**config.mk**
```make
export PLATFORM = sky130hd
export DESIGN_NAME = data_mem_ctrl_flat
export DESIGN_NICKNAME = d
export VERILOG_FILES = /design/src/rtl/data_mem_ctrl_pkg.sv /design/src/rtl/data_mem_ctrl_if.sv /design/src/rtl/data_mem_ctrl_timeout.sv /design/src/rtl/data_mem_ctrl.sv /design/src/flat_wrapper.sv
export SDC_FILE = /design/constraint.sdc
export NUM_CORES = 1
export LEC_CHECK = 0
export CORE_AREA = 2 2 155 157
export DETAILED_ROUTE_END_ITERATION = 10
export DIE_AREA = 0 0 157 159
export GPL_ROUTABILITY_DRIVEN = 0
export HOLD_SLACK_MARGIN = 0.05
export PLACE_DENSITY = 0.68
export SLEW_MARGIN = 10
export SYNTH_ARGS = -nofsm -noshare
export SYNTH_HDL_FRONTEND = slang
export SYNTH_SLANG_ARGS = --single-unit
export TNS_END_PERCENT = 5
```
**constraint.sdc**
```tcl
create_clock -name clk -period 2.5 [get_ports clk]
set_input_delay 0.5 -clock clk [delete_from_list [all_inputs] [get_ports clk]]
set_output_delay 0.5 -clock clk [all_outputs]
set_load 0.01 [all_outputs]
```
**src/rtl/data_mem_ctrl_pkg.sv**
```systemverilog
// Shared types and constants for the data-memory controller and its neighbours
// in the execute/memory stage.
package data_mem_ctrl_pkg;

  localparam int ADDR_W_DEF  = 64;
  localparam int DATA_W_DEF  = 64;
  localparam int TIMEOUT_DEF = 255;

  typedef enum logic [1:0] {
    IDLE   = 2'd0,
    REQ    = 2'd1,
    WAIT_R = 2'd2,
    DONE   = 2'd3
  } state_t;

  localparam logic [6:0] OP_R    = 7'b0110011;
  localparam logic [6:0] OP_LD   = 7'b0000011;
  localparam logic [6:0] OP_SD   = 7'b0100011;
  localparam logic [6:0] OP_BEQ  = 7'b1100011;
  localparam logic [6:0] OP_ADDI = 7'b0010011;

  localparam logic [1:0] ALUOP_ADD   = 2'b00;
  localparam logic [1:0] ALUOP_SUB   = 2'b01;
  localparam logic [1:0] ALUOP_FUNCT = 2'b10;

  // A doubleword access needs exactly one direction and 8-byte alignment.
  function automatic logic access_legal(input logic rd, input logic wr,
                                        input logic [2:0] lsb);
    return (rd ^ wr) && (lsb == 3'b000);
  endfunction

endpackage

```
**src/rtl/data_mem_ctrl_if.sv**
```systemverilog
// Request/grant/response bus between the controller and the data memory.
interface data_mem_ctrl_if
  import data_mem_ctrl_pkg::*;
#(
  parameter int ADDR_W = ADDR_W_DEF,
  parameter int DATA_W = DATA_W_DEF
);
  logic              mem_req;
  logic              mem_we;
  logic [ADDR_W-1:0] mem_addr;
  logic [DATA_W-1:0] mem_wdata;
  logic              mem_gnt;
  logic              mem_rvalid;
  logic [DATA_W-1:0] mem_rdata;

  modport master (
    output mem_req, mem_we, mem_addr, mem_wdata,
    input  mem_gnt, mem_rvalid, mem_rdata
  );

  modport slave (
    input  mem_req, mem_we, mem_addr, mem_wdata,
    output mem_gnt, mem_rvalid, mem_rdata
  );
endinterface

```
**src/rtl/data_mem_ctrl_timeout.sv**
```systemverilog
// Saturating cycle counter; expired flags the last cycle an access may spend
// outstanding before it is aborted.
module data_mem_ctrl_timeout
  import data_mem_ctrl_pkg::*;
#(
  parameter int LIMIT = TIMEOUT_DEF
) (
  input  logic clk,
  input  logic reset,
  input  logic clear,
  input  logic enable,
  output logic expired
);
  localparam int CW = $clog2(LIMIT + 1);

  logic [CW-1:0] count;

  always_ff @(posedge clk) begin
    if (reset || clear) begin
      count <= '0;
    end else if (enable && (count != CW'(LIMIT))) begin
      count <= count + 1'b1;
    end
  end

  // count holds the cycles already spent, so this cycle is number count+1.
  assign expired = enable && (count >= CW'(LIMIT - 1));
endmodule

```
**src/rtl/data_mem_ctrl.sv**
```systemverilog
// Multi-cycle ld/sd controller: stalls the pipeline while one doubleword access
// runs over the request/grant/response bus, and flags illegal or timed-out accesses.
//   state  | meaning
//   IDLE   | no access outstanding; a legal request is latched here
//   REQ    | mem_req high, waiting for mem_gnt
//   WAIT_R | read granted, waiting for mem_rvalid
//   DONE   | access retires, pipeline advances
module data_mem_ctrl
  import data_mem_ctrl_pkg::*;
#(
  parameter int ADDR_W  = ADDR_W_DEF,
  parameter int DATA_W  = DATA_W_DEF,
  parameter int TIMEOUT = TIMEOUT_DEF
) (
  input  logic              clk,
  input  logic              reset,
  input  logic              MemRead,
  input  logic              MemWrite,
  input  logic [ADDR_W-1:0] addr,
  input  logic [DATA_W-1:0] wdata,
  output logic [DATA_W-1:0] rdata,
  output logic              stall,
  output logic              done,
  output logic              err,
  data_mem_ctrl_if.master   mem
);
  state_t state, state_nx;
  logic   legal, expired, busy;
  logic   err_nx, latch_req, cap_rdata, clr_rdata;

  assign legal = access_legal(MemRead, MemWrite, addr[2:0]);
  assign busy  = (state == REQ) || (state == WAIT_R);

  data_mem_ctrl_timeout #(.LIMIT(TIMEOUT)) u_timeout (
    .clk     (clk),
    .reset   (reset),
    .clear   (latch_req),
    .enable  (busy),
    .expired (expired)
  );

  always_ff @(posedge clk) begin
    if (reset) begin
      state         <= IDLE;
      err           <= 1'b0;
      rdata         <= '0;
      mem.mem_we    <= 1'b0;
      mem.mem_addr  <= '0;
      mem.mem_wdata <= '0;
    end else begin
      state <= state_nx;
      err   <= err_nx;
      if (latch_req) begin
        mem.mem_we    <= MemWrite;
        mem.mem_addr  <= addr;
        mem.mem_wdata <= wdata;
      end
      if (cap_rdata) begin
        rdata <= mem.mem_rdata;
      end else if (clr_rdata) begin
        rdata <= '0;
      end
    end
  end

  always_comb begin
    state_nx    = state;
    stall       = 1'b0;
    done        = 1'b0;
    mem.mem_req = 1'b0;
    err_nx      = 1'b0;
    latch_req   = 1'b0;
    cap_rdata   = 1'b0;
    clr_rdata   = 1'b0;
    case (state)
      IDLE: begin
        if (legal) begin
          stall     = 1'b1;
          latch_req = 1'b1;
          state_nx  = REQ;
        end else if (MemRead || MemWrite) begin
          err_nx = 1'b1;
        end
      end
      REQ: begin
        stall       = 1'b1;
        mem.mem_req = 1'b1;
        if (mem.mem_gnt && mem.mem_we) begin
          state_nx = DONE;
        end else if (expired) begin
          err_nx    = 1'b1;
          clr_rdata = !mem.mem_we;
          state_nx  = DONE;
        end else if (mem.mem_gnt) begin
          state_nx = WAIT_R;
        end
      end
      WAIT_R: begin
        stall = 1'b1;
        if (mem.mem_rvalid) begin
          cap_rdata = 1'b1;
          state_nx  = DONE;
        end else if (expired) begin
          err_nx    = 1'b1;
          clr_rdata = 1'b1;
          state_nx  = DONE;
        end
      end
      DONE: begin
        done     = 1'b1;
        state_nx = IDLE;
      end
      default: state_nx = IDLE;
    endcase
  end
endmodule

```
**src/flat_wrapper.sv**
```systemverilog
// flat-port wrapper written by rule: the top's interface ports become plain ports
module data_mem_ctrl_flat import data_mem_ctrl_pkg::*;
#(
  parameter int ADDR_W  = ADDR_W_DEF,
  parameter int DATA_W  = DATA_W_DEF,
  parameter int TIMEOUT = TIMEOUT_DEF
)
  (clk, reset, MemRead, MemWrite, addr, wdata, rdata, stall, done, err, mem_mem_req, mem_mem_we, mem_mem_addr, mem_mem_wdata, mem_mem_gnt, mem_mem_rvalid, mem_mem_rdata);
  data_mem_ctrl_if #(.ADDR_W(ADDR_W), .DATA_W(DATA_W)) mem_i ();
  input  logic clk;
  input  logic reset;
  input  logic MemRead;
  input  logic MemWrite;
  input  logic [ADDR_W-1:0] addr;
  input  logic [DATA_W-1:0] wdata;
  output logic [DATA_W-1:0] rdata;
  output logic stall;
  output logic done;
  output logic err;
  output wire logic [$bits(mem_i.mem_req)-1:0] mem_mem_req;
  output wire logic [$bits(mem_i.mem_we)-1:0] mem_mem_we;
  output wire logic [$bits(mem_i.mem_addr)-1:0] mem_mem_addr;
  output wire logic [$bits(mem_i.mem_wdata)-1:0] mem_mem_wdata;
  input wire logic [$bits(mem_i.mem_gnt)-1:0] mem_mem_gnt;
  input wire logic [$bits(mem_i.mem_rvalid)-1:0] mem_mem_rvalid;
  input wire logic [$bits(mem_i.mem_rdata)-1:0] mem_mem_rdata;
  assign mem_mem_req = mem_i.mem_req;
  assign mem_mem_we = mem_i.mem_we;
  assign mem_mem_addr = mem_i.mem_addr;
  assign mem_mem_wdata = mem_i.mem_wdata;
  assign mem_i.mem_gnt = mem_mem_gnt;
  assign mem_i.mem_rvalid = mem_mem_rvalid;
  assign mem_i.mem_rdata = mem_mem_rdata;
  data_mem_ctrl #(.ADDR_W(ADDR_W), .DATA_W(DATA_W), .TIMEOUT(TIMEOUT)) u_core (.clk(clk), .reset(reset), .MemRead(MemRead), .MemWrite(MemWrite), .addr(addr), .wdata(wdata), .rdata(rdata), .stall(stall), .done(done), .err(err), .mem(mem_i));
endmodule
```
; ---- Word level (Yosys, flattened, before mapping)
; Index checks and enable logic that the tools add are counted.
[classes]
n_shift = 0
div_mod_pow = 0
multipliers = 0
n_mux = 25
n_reduce_logical = 13
n_bitwise = 1
order_cmp = 1
n_eq_ne = 7
add_sub_neg = 1
[ops]
columns = operator, count
row1 = 2-to-1 mux 64 bit, 2
row2 = 2-to-1 mux 1 bit, 13
row3 = 2-to-1 mux 2 bit, 6
row4 = "adder 8 x 1 -> 8 bit, second input constant", 1
row5 = ">= comparator 8 bit, second input constant", 1
row6 = "!= test 8 bit, second input constant", 1
row7 = one-hot mux 2 bit (4 select lines), 1
row8 = "equality test 2 bit, second input constant", 2
row9 = logical AND 1 bit, 4
row10 = "!= test 4 x 3 -> 1 bit, second input constant", 1
row11 = one-hot mux 1 bit (2 select lines), 2
row12 = logical NOT 3 bit, 1
row13 = logical OR 1 bit, 3
row14 = "!= test 3 x 2 -> 1 bit, second input constant", 1
row15 = one-hot mux 1 bit (3 select lines), 1
row16 = AND reduction 3 bit, 1
row17 = "equality test 2 x 1 -> 1 bit, second input constant", 1
row18 = logical NOT 2 bit, 1
row19 = "!= test 2 x 1 -> 1 bit, second input constant", 1
row20 = nonzero test 2 bit, 1
row21 = OR reduction 2 bit, 1
row22 = logical NOT 1 bit, 1
row23 = XOR 1 bit, 1
[word_totals]
in_bits = 198
elab_cells = 55
mem_bits_ro = 0
latch_bits = 0
mem_count = 0
mem_bits_rw = 0
regBits = 204
out_inout_bits = 197

; ---- Logic depth before layout (Yosys ltp)
[logic_depth]
ltp_word = 8
mapped_depth = 8
mapped_depth_nobuf = 6

; ---- Cells and area by module
; Synthesis repeated with hierarchy kept, for this count alone.
[unflattened]
hier_cells = 854
hier_area_um2 = 7260.7
[by_module_without_submodules]
columns = mod, seq_area_each_um2, instances, area_each_um2, cells_each
row1 = data_mem_ctrl, 3923.8, 1, 6819.0, 803
row2 = data_mem_ctrl_timeout, 160.2, 1, 441.7, 51

; ---- Worst setup path after synthesis
; OpenSTA, ideal clock, no wires.
[synth_timing]
kind = input -> output
from = input port MemRead
to = output port stall
path_slack_ns = 0.256
required_ns = 2.000
path_stages = 8
n_path_buf = 2
arrival_ns = 1.744
path_cell_list = inv_1 ha_1 nor4b_2 and2_1 buf_2 buf_4 nor2_1 nor2_1
[synth_via]
elab_chain_cells = 4
[synth_lines]
columns = element, line_no
row1 = "start, declared", flat_wrapper.sv:12  ; input logic MemRead;
row2 = XOR 1 bit, data_mem_ctrl_pkg.sv:29  ; return (rd ^ wr) && (lsb == 3'b000);
row3 = logical AND 1 bit, data_mem_ctrl_pkg.sv:29
row4 = 2-to-1 mux 1 bit, data_mem_ctrl.sv:77  ; if (legal) begin
row5 = one-hot mux 1 bit (2 select lines), data_mem_ctrl.sv:75  ; case (state)
row6 = "end, declared", flat_wrapper.sv:17  ; output logic stall;
; Every way passes these cells.

; ---- Worst setup path in the final report
; Ends and elaborated chain as after synthesis.

==> metrics.log <==
INFO  metric area.sequential = 0.00408 mm2
INFO  metric cts_sinks = 204
INFO  metric worst_setup_hold_path_clk_slew = 60 ps
INFO  metric async_reset_ff_share = 0%
INFO  metric fin_crit_sh = 96.6%
INFO  metric avgSynthCellArea = 8.11 um2
INFO  metric grt_pass1_vias = 7,330
INFO  metric synthesis.area = 0.00749 mm2
INFO  metric placed_cells_incl_taps = 1,581
INFO  metric tightestPinTransition = 482 ps
INFO  metric cts-buffers-inserted = 24
INFO  metric fmaxAchievable = 414 MHz
INFO  metric post_synth_num_cell_types = 36
INFO  metric synth_top_family_by_area = compound AO/OA/AOI/OAI gates
INFO  metric startpoint_type = input pin
INFO  metric synth_largest_area_cell = sky130_fd_sc_hd__dfxtp_1
INFO  metric leakage = 4.25 nW
INFO  metric cts-root-to-sink-buffers = 3
INFO  metric grt_use_total = 18.7%
INFO  metric area_fraction_in_compound_gates_after_synthesis = 19.3%
INFO  metric synth.ff_latch_count = 204
INFO  metric fp.dieW = 157 um
INFO  metric post-place-ws = -424 ps
INFO  metric clock_tree.root_cell = sky130_fd_sc_hd__clkbuf_16
INFO  metric grt_first_pass_wirelength = 38.3 mm
INFO  metric synth_mux_area_share = 0%
INFO  metric max-vdd-ir-drop = 0.567 mV
INFO  metric grt_antenna_before_repair = 0
INFO  metric synth.top_cells.by_count = 319 x sky130_fd_sc_hd__nand2_1, 204 x sky130_fd_sc_hd__dfxtp_1, 191 x sky130_fd_sc_hd__a21oi_1, 60 x sky130_fd_sc_hd__o21ai_1, 38 x sky130_fd_sc_hd__clkbuf_1
INFO  metric run_status = complete, no violations
INFO  metric worst_ep_arrival_time = 1920 ps
INFO  metric slew-limit-headroom = 67.9%
INFO  metric yosys.area.top_type_share = 54.5%
INFO  metric initial_core_util = 32.3%
INFO  metric globalRoute.busiestLayer = met2
INFO  metric syn_to_layout_area_delta = 67.4%
INFO  metric multi_input_comb_area = 0.00304 mm2
INFO  metric finish.utilization = 54.1%
INFO  metric critPathCaptureType = primary output
INFO  metric worstPathRequired = 2000 ps
INFO  metric yosysMostFrequentCell = sky130_fd_sc_hd__nand2_1
INFO  metric period_needed = 2420 ps
INFO  metric synth_adder_area_share = 1.34%
INFO  metric clock_tree.htree_level_count = 1
INFO  metric die-height = 159 um
INFO  metric die_area = 0.0250 mm2
INFO  metric critPathKind = input pin to primary output
INFO  metric vias = 7,553
INFO  metric postSynthNetCount = 1,130
INFO  metric finalClockSkew = 13.2 ps
INFO  metric wirelength = 24.8 mm
INFO  metric rsz_0062_raised_after_global_routing = no
INFO  metric antennaDiodeCount = 0
INFO  metric post_dp_hpwl = 17.0 mm
INFO  metric gr-total-overflow = 0
INFO  metric global_route.usage.met1 = 22.1%
INFO  metric share_of_cells_above_drive_strength_1 = 5.20%
INFO  metric grt_start_max_net_pins = 104
INFO  metric final_hold_viol_count = 0
INFO  metric path_max_fanout = 2
INFO  metric power.density = 670 mW/mm2
INFO  metric synth_xor_xnor_area_share = 0.584%
INFO  metric num_io_pins = 395
INFO  metric firstDrtPassIters = 4
INFO  metric wl_per_cell = 15.3 um
INFO  metric floorplan.rows = 56
INFO  metric fin_setup_tns = 0 ps
INFO  metric layoutNonFillerInstCount = 1,626
INFO  metric io_buffer_count = 394
INFO  metric route.antenna.remaining_nets = 0
INFO  metric drc = 0
INFO  metric holdCritPathClass = input pin to register
INFO  metric met3_usage = 7.46%
INFO  metric timing_max_transition_violations_final = 0
INFO  metric detail_route.vias_per_cell = 4.65
INFO  metric finalSetupViolations = 0
INFO  metric global_routing_met2_resource_utilization = 31.4%
INFO  metric worst_slack = 84.6 ps
INFO  metric synth_sequential_area_ratio = 54.5%
INFO  metric num-nets-final = 1,497
INFO  metric synth_flop_cell = sky130_fd_sc_hd__dfxtp_1
INFO  metric drt_iter0_markers = 425
INFO  metric synth.top_cells.by_area = sky130_fd_sc_hd__dfxtp_1 54%, sky130_fd_sc_hd__nand2_1 16%, sky130_fd_sc_hd__a21oi_1 13%
INFO  metric synth_warnings = 0
INFO  metric core_region_area = 0.0232 mm2
INFO  metric fillers = 2,117
INFO  metric clock_latency_reported_for_the_late_side_of_the_worst_skew_pair = 510 ps
INFO  metric tritoncts = yes
INFO  metric yosys.area_share.simple = 18.9%
INFO  metric cells_after_synthesis = 924
INFO  metric drv_cap = 0
INFO  metric synth-edff-count = 0
## critical path, stage by stage
cell	delay [ps]
sky130_fd_sc_hd__clkdlybuf4s50_1	460
sky130_fd_sc_hd__inv_1	60
sky130_fd_sc_hd__ha_4	270
sky130_fd_sc_hd__nor4b_4	200
sky130_fd_sc_hd__and2_4	190
sky130_fd_sc_hd__nor2_1	40
sky130_fd_sc_hd__nor2_1	70
sky130_fd_sc_hd__buf_2	130
## kinds of logic (layout without fill, tap and decap cells)
logic type / after synthesis / count (layout)
compound gates: 272 / 272
xor+xnor: 5 / 5
fa+ha+maj: 8 / 8
buf+inv: 78 / 461
flops: 204 / 204
simple gates: 357 / 357
## sequential cells by signal, indices dropped and copies added, names as in the netlist
register	flops
u_core.mem.mem_addr	64
u_core.state	2
u_core.err	1
u_core.mem.mem_we	1
u_core.u_timeout.count	8
u_core.mem.mem_wdata	64
u_core.rdata	64
## power breakdown
group / switching [mW] / total, mW / internal (mW)
logic: 0.611 / 1.33 / 0.718
clock network: 1.36 / 3.59 / 2.23
registers: 0.0890 / 3.49 / 3.40
total: 2.06 / 8.41 / 6.35
## cells in the final DEF (no fill, tap or decap), drive strengths merged, types with 5 or more instances in the layout
cell type,instances
nand2,319
nand2b,5
nor2,12
o21ai,65
a211oi,5
a21oi,192
buf,20
dfxtp,204
inv,7
clkbuf,37
clkdlybuf4s50,391
and2,6
ha,8
## final timing paths
path / from / to / slack, ps / depth (start not counted)
setup / recovery: MemRead / stall / 80 / 8
setup reg to reg: u_core.state[0] / u_core.mem.mem_addr[55] / 350 / 8
hold reg to reg: u_core.mem.mem_wdata[33] / u_core.mem.mem_wdata[33] / 450 / 2
hold / removal: reset / u_core.mem.mem_wdata[45] / 340 / 2
## per-layer routing
layer	wire [um]	up-vias
met5	0	-
met4	670	0
met3	2640	43
met2	11600	320
met1	9880	3416
li1	-	3774
## per-stage QoR
step	cell area (um2)	power, mW	hold WS (ps)
2_1_floorplan	7490	4.14	481
3_3_place_gp	11700	4.88	441
3_5_place_dp	11700	4.89	444
4_1_cts	12500	8.52	320
5_1_grt	12500	8.76	333
6_report	12500	8.41	342
## area by class of cell
class	count	area share, %
inverters	7	0.209
clock inverters	5	0.618
clock buffers	37	5.90
flip-flops and latches	204	32.5
well taps	319	3.18
repair buffers	412	33.3
multi-input cells	642	24.2
## timing repair
action                                  in CTS  in global routing
gates resized for setup                      6                  1
pin swaps                                    0                  1
hold buffers                                 0                  0
endpoints found under the setup margin       1                 54
setup buffers                                2                  1
No activity file was read; power rests on OpenSTA's default activity.
==> patch: new RTL, same flow settings <==
`TIMEOUT_DEF`: 255 -> 510.
--- a/src/rtl/data_mem_ctrl_pkg.sv
+++ b/src/rtl/data_mem_ctrl_pkg.sv
@@ -4,7 +4,7 @@
 
   localparam int ADDR_W_DEF  = 64;
   localparam int DATA_W_DEF  = 64;
-  localparam int TIMEOUT_DEF = 255;
+  localparam int TIMEOUT_DEF = 510;
 
   typedef enum logic [1:0] {
     IDLE   = 2'd0,
Formal check against the unedited RTL: no difference found for any inputs over 4 cycles, from zero or initial values and one cycle with reset high; that may be too few to reach the edited logic, so the function may still have changed.
==> patch against the original RTL <==
- final area down 1.5%
- via count down 8.0%
- wire length down 4.0%
- non-clock buffer count up 5
- sequential share of layout area up 0.66 points
- global-route usage down 0.38 points
- setup slack better by 0.078 ns
- power down 0.54%
- sequential cell count up 1
- synthesized area down 4.3%
- critical path type unchanged
==> patch: results (changes against the original RTL) <==
metric	value	unit	change
status	complete, no violations		
grt_max_degree	87		-16%
reg_top3	u_core.mem.mem_addr x64, u_core.mem.mem_wdata x64, u_core.rdata x64		
synth_warnings	0		unchanged
portBuffers	394		unchanged
wl	23800	um	-4.0%
leakage	4.41	nW	+3.9%
pre_cts_slack	-0.581	ns	-0.157 ns
yosysUniqueCellTypes	38		+5.6%
reg2reg_slack	0.35	ns	about the same
slowest_delay	0.46	ns	about the same
seq_area_frac_synth	57.2	%	+2.7 points
ys_top_cells_by_count	257 x nand2_1, 205 x dfxtp_1, 129 x a21oi_1		
layout.nets	1383		-7.6%
crit_start	addr[0]		
worst_pin_slew	0.804	ns	+0.322 ns
synth_area_leaders	dfxtp_1 57%, nand2_1 13%, a21oi_1 9.0%		
drt-initial-drc-count	340		-20%
hold_class	in2reg		
grt_pass1_wl	37000	um	-3.3%
reg2regPathDepth	7		-1
vias	6951		-8.0%
hold_path_depth	3		+1
drive_gt1_share	6.53	%	+1.3 points
fin_skew	0.0192	ns	+0.00600 ns
r2r_end	u_core.rdata[37]		
cp.arrival	1.84	ns	-0.08 ns
drt-pass1-iter-count	4		unchanged
reg2reg_from	u_core.u_timeout.count[1]		
syn_nets	995		-12%
postCtsSetupBuffers	0		-2
grt.total_usage	18.4	%	-0.38 points
dpl.hpwl	17200	um	+0.68%
ir_worst_vdd	476	uV	-16%
grt_pass1_vias	6811		-7.1%
antenna_found_initial	1		+1
n_fill_cell	2071		-2.2%
==> patch: metrics by stage <==
step / instances / setup TNS, ns / power (W) / cell area, um^2
after floorplan: 788 / 0 / 0.00414 / 7170
after global placement: 1469 / -22.85 / 0.00489 / 11500
after detailed placement: 1469 / -25.90 / 0.00490 / 11500
after CTS: 1513 / 0 / 0.00848 / 12400
after global routing: 1514 / 0 / 0.00871 / 12400
final: 1514 / 0 / 0.00836 / 12400
==> patch: metal layers <==
layer,vias up,track usage (%),share of wire (%)
li1,3453,-,-
met1,3163,21.7,41
met2,292,31.1,46
met3,43,6.59,9.8
met4,0,5.38,3.0
met5,-,0,0
==> patch: layout make-up <==
class / count / area [um^2] / area share [%]
inverters: 8 / 30.0 / 0.243
clock buffers: 34 / 698 / 5.65
flip-flops and latches: 205 / 4100 / 33.2
multi-input cells: 520 / 2790 / 22.6
clock inverters: 10 / 114 / 0.921
well taps: 319 / 399 / 3.23
diodes: 1 / 2.50 / 0.0202
repair buffers: 417 / 4220 / 34.1
==> patch: worst register-to-register path: cells and delay by family, from the launching register on <==
kind,cells,cell delay (ns)
adder cells (fa/ha/maj),1,0.21
AO/OA/AOI/OAI,3,0.84
AND/OR/NAND/NOR,1,0.23
buffers and inverters,2,0.36
flip-flops,1,0.47
==> patch: kinds of logic (layout without fill, tap and decap cells) <==
family / count (synthesis) / count (layout) / synth area share, %
simple gates: 291 / 291 / 16.6
buf+inv: 63 / 469 / 4.24
fa+ha+maj: 9 / 9 / 1.57
xor+xnor: 7 / 7 / 0.855
compound gates: 213 / 213 / 19.6
other cells: 0 / 1 / 0
flops: 205 / 205 / 57.2
==> patch: power breakdown <==
group / leakage (nW) / internal (W) / switching (W) / total (W)
clock: 0.402 / 0.00215 / 0.00139 / 0.00355
combinational: 2.35 / 0.000737 / 0.000562 / 0.00130
sequential: 1.66 / 0.00342 / 0.0000999 / 0.00352
total: 4.41 / 0.00631 / 0.00206 / 0.00836
==> patch: worst min-delay path by stage <==
stage | from | endpoint | slack [ns]
6_report | MemWrite | u_core.mem.mem_we | 0.35
5_1_grt | MemWrite | u_core.mem.mem_we | 0.37
4_1_cts | reset | u_core.mem.mem_addr[1] | 0.37
3_5_place_dp | u_core.mem.mem_addr[32] | u_core.mem.mem_addr[32] | 0.45
3_3_place_gp | u_core.mem.mem_addr[34] | u_core.mem.mem_addr[34] | 0.44
2_1_floorplan | u_core.mem.mem_addr[10] | u_core.mem.mem_addr[10] | 0.48
==> patch: repair_timing <==
item / CTS / global route
gates resized for setup: 8 / 1
setup endpoints to repair: 1 / 1
hold buffers: 0 / 0
pin swaps: 2 / 1
